<file path="src/rtl/serial_add_datapath.sv">
// serial_add_datapath
//   Bit-serial adder datapath driven by an external controller through STATE.
//   Operands are loaded in parallel and added LSB-first, one bit per clock;
//   counterflag tells the controller when all WIDTH bits have been added.
//   The parallel sum and carry-out stay on the outputs until the next load.
//
// Ports
//   clk          in   rising-edge clock
//   rst          in   asynchronous reset, active low
//   STATE        in   2'b00 IDLE, 2'b01 LOAD, 2'b10 ADD, 2'b11 DONE
//   a_in, b_in   in   WIDTH-bit operands, sampled in LOAD
//   cin          in   carry-in, sampled in LOAD
//   counterflag  out  registered, 1 once WIDTH bits have been added
//   sum_bit      out  combinational sum of the current bit position
//   sum_out      out  registered parallel sum
//   cout         out  registered carry (final carry-out once counterflag=1)
//   ovf          out  (only with SIGNED_OVF_EN) registered two's-complement overflow
//
// Configuration
//   `define SIGNED_OVF_EN to add the ovf port and its logic.
module serial_add_datapath #(
    parameter int WIDTH = 8
) (
    input  logic             clk,
    input  logic             rst,
    input  logic [1:0]       STATE,
    input  logic [WIDTH-1:0] a_in,
    input  logic [WIDTH-1:0] b_in,
    input  logic             cin,
    output logic             counterflag,
    output logic             sum_bit,
    output logic [WIDTH-1:0] sum_out,
`ifdef SIGNED_OVF_EN
    output logic             ovf,
`endif
    output logic             cout
);

    localparam int CW = $clog2(WIDTH + 1);
    localparam logic [CW-1:0] CNT_MAX  = CW'(WIDTH);
    localparam logic [CW-1:0] CNT_LAST = CW'(WIDTH - 1);

    typedef enum logic [1:0] {
        ST_IDLE = 2'b00,
        ST_LOAD = 2'b01,
        ST_ADD  = 2'b10,
        ST_DONE = 2'b11
    } state_t;

    state_t st;
    assign st = state_t'(STATE);

    logic [WIDTH-1:0] a_sh_q, a_sh_d;
    logic [WIDTH-1:0] b_sh_q, b_sh_d;
    logic [WIDTH-1:0] sum_sh_q, sum_sh_d;
    logic             carry_q, carry_d;
    logic [CW-1:0]    count_q, count_d;
    logic             cflag_q, cflag_d;
    logic             s;
    logic             maj;

    // Full adder on the current LSBs
    assign s   = a_sh_q[0] ^ b_sh_q[0] ^ carry_q;
    assign maj = (a_sh_q[0] & b_sh_q[0]) | (a_sh_q[0] & carry_q) | (b_sh_q[0] & carry_q);

`ifdef SIGNED_OVF_EN
    logic ovf_q, ovf_d;
`endif

    always_comb begin
        a_sh_d   = a_sh_q;
        b_sh_d   = b_sh_q;
        sum_sh_d = sum_sh_q;
        carry_d  = carry_q;
        count_d  = count_q;
        cflag_d  = cflag_q;
`ifdef SIGNED_OVF_EN
        ovf_d    = ovf_q;
`endif
        unique case (st)
            ST_LOAD: begin
                a_sh_d   = a_in;
                b_sh_d   = b_in;
                carry_d  = cin;
                sum_sh_d = '0;
                count_d  = '0;
                cflag_d  = 1'b0;
`ifdef SIGNED_OVF_EN
                ovf_d    = 1'b0;
`endif
            end
            ST_ADD: begin
                // Once WIDTH bits are done everything holds, so extra ADD
                // cycles leave the result untouched.
                if (count_q < CNT_MAX) begin
                    carry_d  = maj;
                    a_sh_d   = a_sh_q >> 1;
                    b_sh_d   = b_sh_q >> 1;
                    sum_sh_d = {s, sum_sh_q[WIDTH-1:1]};
                    count_d  = count_q + 1'b1;
                    cflag_d  = (count_q == CNT_LAST);
`ifdef SIGNED_OVF_EN
                    // On the MSB step carry_q is the carry into the MSB and
                    // maj the carry out of it.
                    if (count_q == CNT_LAST) ovf_d = carry_q ^ maj;
`endif
                end
            end
            default: ; // IDLE and DONE hold all state
        endcase
    end

    always_ff @(posedge clk or negedge rst) begin
        if (!rst) begin
            a_sh_q   <= '0;
            b_sh_q   <= '0;
            sum_sh_q <= '0;
            carry_q  <= 1'b0;
            count_q  <= '0;
            cflag_q  <= 1'b0;
`ifdef SIGNED_OVF_EN
            ovf_q    <= 1'b0;
`endif
        end else begin
            a_sh_q   <= a_sh_d;
            b_sh_q   <= b_sh_d;
            sum_sh_q <= sum_sh_d;
            carry_q  <= carry_d;
            count_q  <= count_d;
            cflag_q  <= cflag_d;
`ifdef SIGNED_OVF_EN
            ovf_q    <= ovf_d;
`endif
        end
    end

    assign sum_bit     = s;
    assign sum_out     = sum_sh_q;
    assign cout        = carry_q;
    assign counterflag = cflag_q;
`ifdef SIGNED_OVF_EN
    assign ovf         = ovf_q;
`endif

endmodule

</file>
<file path="config.mk">
export PLATFORM = sky130hd
export DESIGN_NAME = serial_add_datapath
export DESIGN_NICKNAME = d
export VERILOG_FILES = /design/src/rtl/serial_add_datapath.sv
export SDC_FILE = /design/constraint.sdc
export NUM_CORES = 1
export LEC_CHECK = 0
export ABC_AREA = 1
export CORE_MARGIN = 5
export CORE_UTILIZATION = 50
export DETAILED_ROUTE_END_ITERATION = 8
export PLACE_DENSITY = 0.79
export SKIP_CTS_REPAIR_TIMING = 1
export SLEW_MARGIN = 20
export SYNTH_ARGS = -nofsm -noshare
export SYNTH_HDL_FRONTEND = slang
export SYNTH_SLANG_ARGS = --single-unit
</file>
<file path="constraint.sdc">
create_clock -name clk -period 1.5 [get_ports clk]
set_clock_uncertainty 0.05 [all_clocks]
set_input_delay 0.225 -clock clk [delete_from_list [all_inputs] [get_ports clk]]
set_output_delay 0.225 -clock clk [all_outputs]
set_load 0.005 [all_outputs]
</file>
==> impl_metrics.env <==
export IMPL_status="finished, violations left"
export IMPL_violations="negative setup slack"
export IMPL_syn_nets=216
export IMPL_crit_type="reg2out"
export IMPL_fmax_mhz=589.6
export IMPL_reg2reg_from="b_sh_q[0]"
export IMPL_synth_top_area_cell="dfrtp_1"
export IMPL_clock_latency_ns=0.34
export IMPL_io_buffers=31
export IMPL_synth_edff_count=0
export IMPL_io_pins=32
export IMPL_ys_ff_latch=30
export IMPL_hold_viol=0
export IMPL_dp_hpwl_um=2519
export IMPL_row_count=19
export IMPL_final_area_um2=2028
export IMPL_cts_buffers=5
export IMPL_crit_required_ns=1.22
export IMPL_fin_crit_sh_pct=113.1
export IMPL_power_density_nw_per_um2=964.2
export IMPL_path_max_fanout=2
export IMPL_cts_sinks=30
export IMPL_die_height_um=64.59
export IMPL_cp_end_kind="primary output"
export IMPL_drv_slew=0
export IMPL_grt_pass1_wl_um=6258
export IMPL_path_cells="fa_1 > buf_2"
export IMPL_yosysWarnings=0
export IMPL_routed_via_density=5.169
export IMPL_critPathMaxStageDelay_ns=0.56
export IMPL_final_nets=263
export IMPL_detail_route_first_pass_iterations=4
export IMPL_finalSetupTns_ns=-0.1961
export IMPL_max_cap_violations=0
export IMPL_htreeDepth=2
export IMPL_fp_dieW_um=64.59
export IMPL_ys_types=15
export IMPL_syn_area_per_cell_um2=7.721
export IMPL_final_core_util_pct=72.30
export IMPL_startpoint_type="flip-flop"
export IMPL_r2r_cells=4
export IMPL_core_um2=2805
export IMPL_regArea_um2=750.7
export IMPL_num_fill_cells=217
export IMPL_min_period_ns=1.696
export IMPL_crit_path_top_delay_cell="fa_1"
export IMPL_multi_input_area_um2=641.9
export IMPL_antenna_found_initial=0
export IMPL_ys_top_cells_by_count="105 x nand2_1, 31 x nand3_1, 30 x dfrtp_1"
export IMPL_initial_core_util_pct=53.12
export IMPL_p_leak_nw=1.260
export IMPL_netlist_area_um2=1490
export IMPL_drtAntennaViolNets=0
export IMPL_min_path_type="in2async"
export IMPL_relSlewSlack_pct=75.25
export IMPL_dieArea_um2=4172
export IMPL_grt_pass1_vias=1406
export IMPL_track_usage_pct=19.55
export IMPL_totalWireLength_um=3547
export IMPL_cp_data_arrival_time_ns=1.42
export IMPL_crit_family="adder cells"
export IMPL_rsz0062_at_grt="yes"
export IMPL_synthFlopType="dfrtp_1"
export IMPL_cts_tree="built"
export IMPL_synth_area_leaders="dfrtp_1 50%, nand2_1 26%, nand3_1 10%, buf_6 2.3%, buf_2 2.0%"
export IMPL_final_cells=272
export IMPL_ff2ff_setup_slack_ns=0.20
export IMPL_dpl_instance_area_um2=1918
export IMPL_yosysMostFrequentCell="nand2_1"
export IMPL_setup_ws_ns=-0.1961
export IMPL_place_congestion=0.8288
export IMPL_syn_to_final_growth_pct=36.10
export IMPL_grt_overflow=0
export IMPL_grt_max_degree=31
export IMPL_post_drt_wl_per_cell_um=13.04
export IMPL_synth_cells=193
export IMPL_n_antenna_cell=0
export IMPL_drive_above_1_share_pct=14.11
export IMPL_cts_buffer_depth=2
export IMPL_ir_worst_vdd_mv=0.5473
export IMPL_dpl_cell_count=260
export IMPL_first_iter_violations=108
export IMPL_via_count=1406
export IMPL_clk_pin_slew_worst_paths_ns=0.10
export IMPL_tightest_slew_ns=0.3712
export IMPL_ys_seq_area_share_pct=50.38
export IMPL_finalSetupViolations=1
export IMPL_synth_top_area_share_pct=50.38
export IMPL_drcViolationCount=0
export IMPL_root_buffer="clkbuf_4"
export IMPL_crit_buf_inv=1
export IMPL_rr_endpoint="sum_out[7]"
export IMPL_async_flop_share_pct=100.0
## power breakdown
group          switching (W)  internal (W)
Combinational       0.000216      0.000241
Clock               0.000290      0.000227
Sequential         0.0000712      0.000911
## worst max-delay path by stage
stage	cells after the start	from	to
2_1_floorplan	1	cout	sum_bit
3_3_place_gp	2	cout	sum_bit
3_5_place_dp	2	cout	sum_bit
4_1_cts	2	cout	sum_bit
5_1_grt	2	b_sh_q[0]	sum_bit
6_report	2	b_sh_q[0]	sum_bit
## registers in the layout, indices dropped and copies added (netlist names)
name         cells
a_sh_q           8
b_sh_q           8
count_q          4
counterflag      1
cout             1
sum_out          8
## through the flow
step,setup WS [ns],total power (W),hold WS [ns]
finish,-0.1961,0.001956,0.2084
global route,-0.2653,0.002085,0.2453
CTS,-0.6030,0.001974,0.2191
detailed placement,-0.2194,0.001465,0.4444
global placement,-0.2158,0.001439,0.4293
floorplan,0.2581,0.001206,-0.1206
## kinds of logic (layout without fill, tap and decap cells)
logic type | count (synthesis) | after routing | synth area share (%)
simple gates | 143 | 143 | 40.47
flops | 30 | 30 | 50.38
fa+ha+maj | 2 | 2 | 2.183
compound gates | 1 | 1 | 0.4201
buf+inv | 17 | 65 | 6.550
## worst reg2reg max path: stages, from the launching register on
cell and delay (ns):
dfrtp_1 0.41, fa_1 0.50, buf_4 0.15, nand2_1 0.06, nand2_1 0.05
## layer usage
metal | wire [µm] | global-route usage [%] | vias to the layer above
li1 | - | - | 696
met2 | 1824 | 34.15 | 45
met4 | 74 | 8.443 | 0
met1 | 1465 | 21.84 | 657
met3 | 183 | 6.390 | 8
met5 | 0 | 0 | -
## cell usage in the layout (no fill, tap or decap), drive strengths merged
cell / Yosys / final
nand2: 108 / 108
nand3: 31 / 31
dfrtp: 30 / 30
clkdlybuf4s50: 0 / 20
buf: 10 / 20
dlymetal6s2s: 0 / 10
inv: 7 / 7
clkbuf: 0 / 7
nor2: 4 / 4
o22ai: 1 / 1
fa: 1 / 1
ha: 1 / 1
clkinv: 0 / 1
## layout make-up
cell class	instances	area share (%)
Sequential cell	30	37.01
Multi-Input combinational cell	146	31.65
Timing Repair Buffer	50	25.17
Clock buffer	7	2.714
Tap cell	31	1.912
Inverter	7	1.295
Clock inverter	1	0.2468
Power figures use the tool's default switching activity.
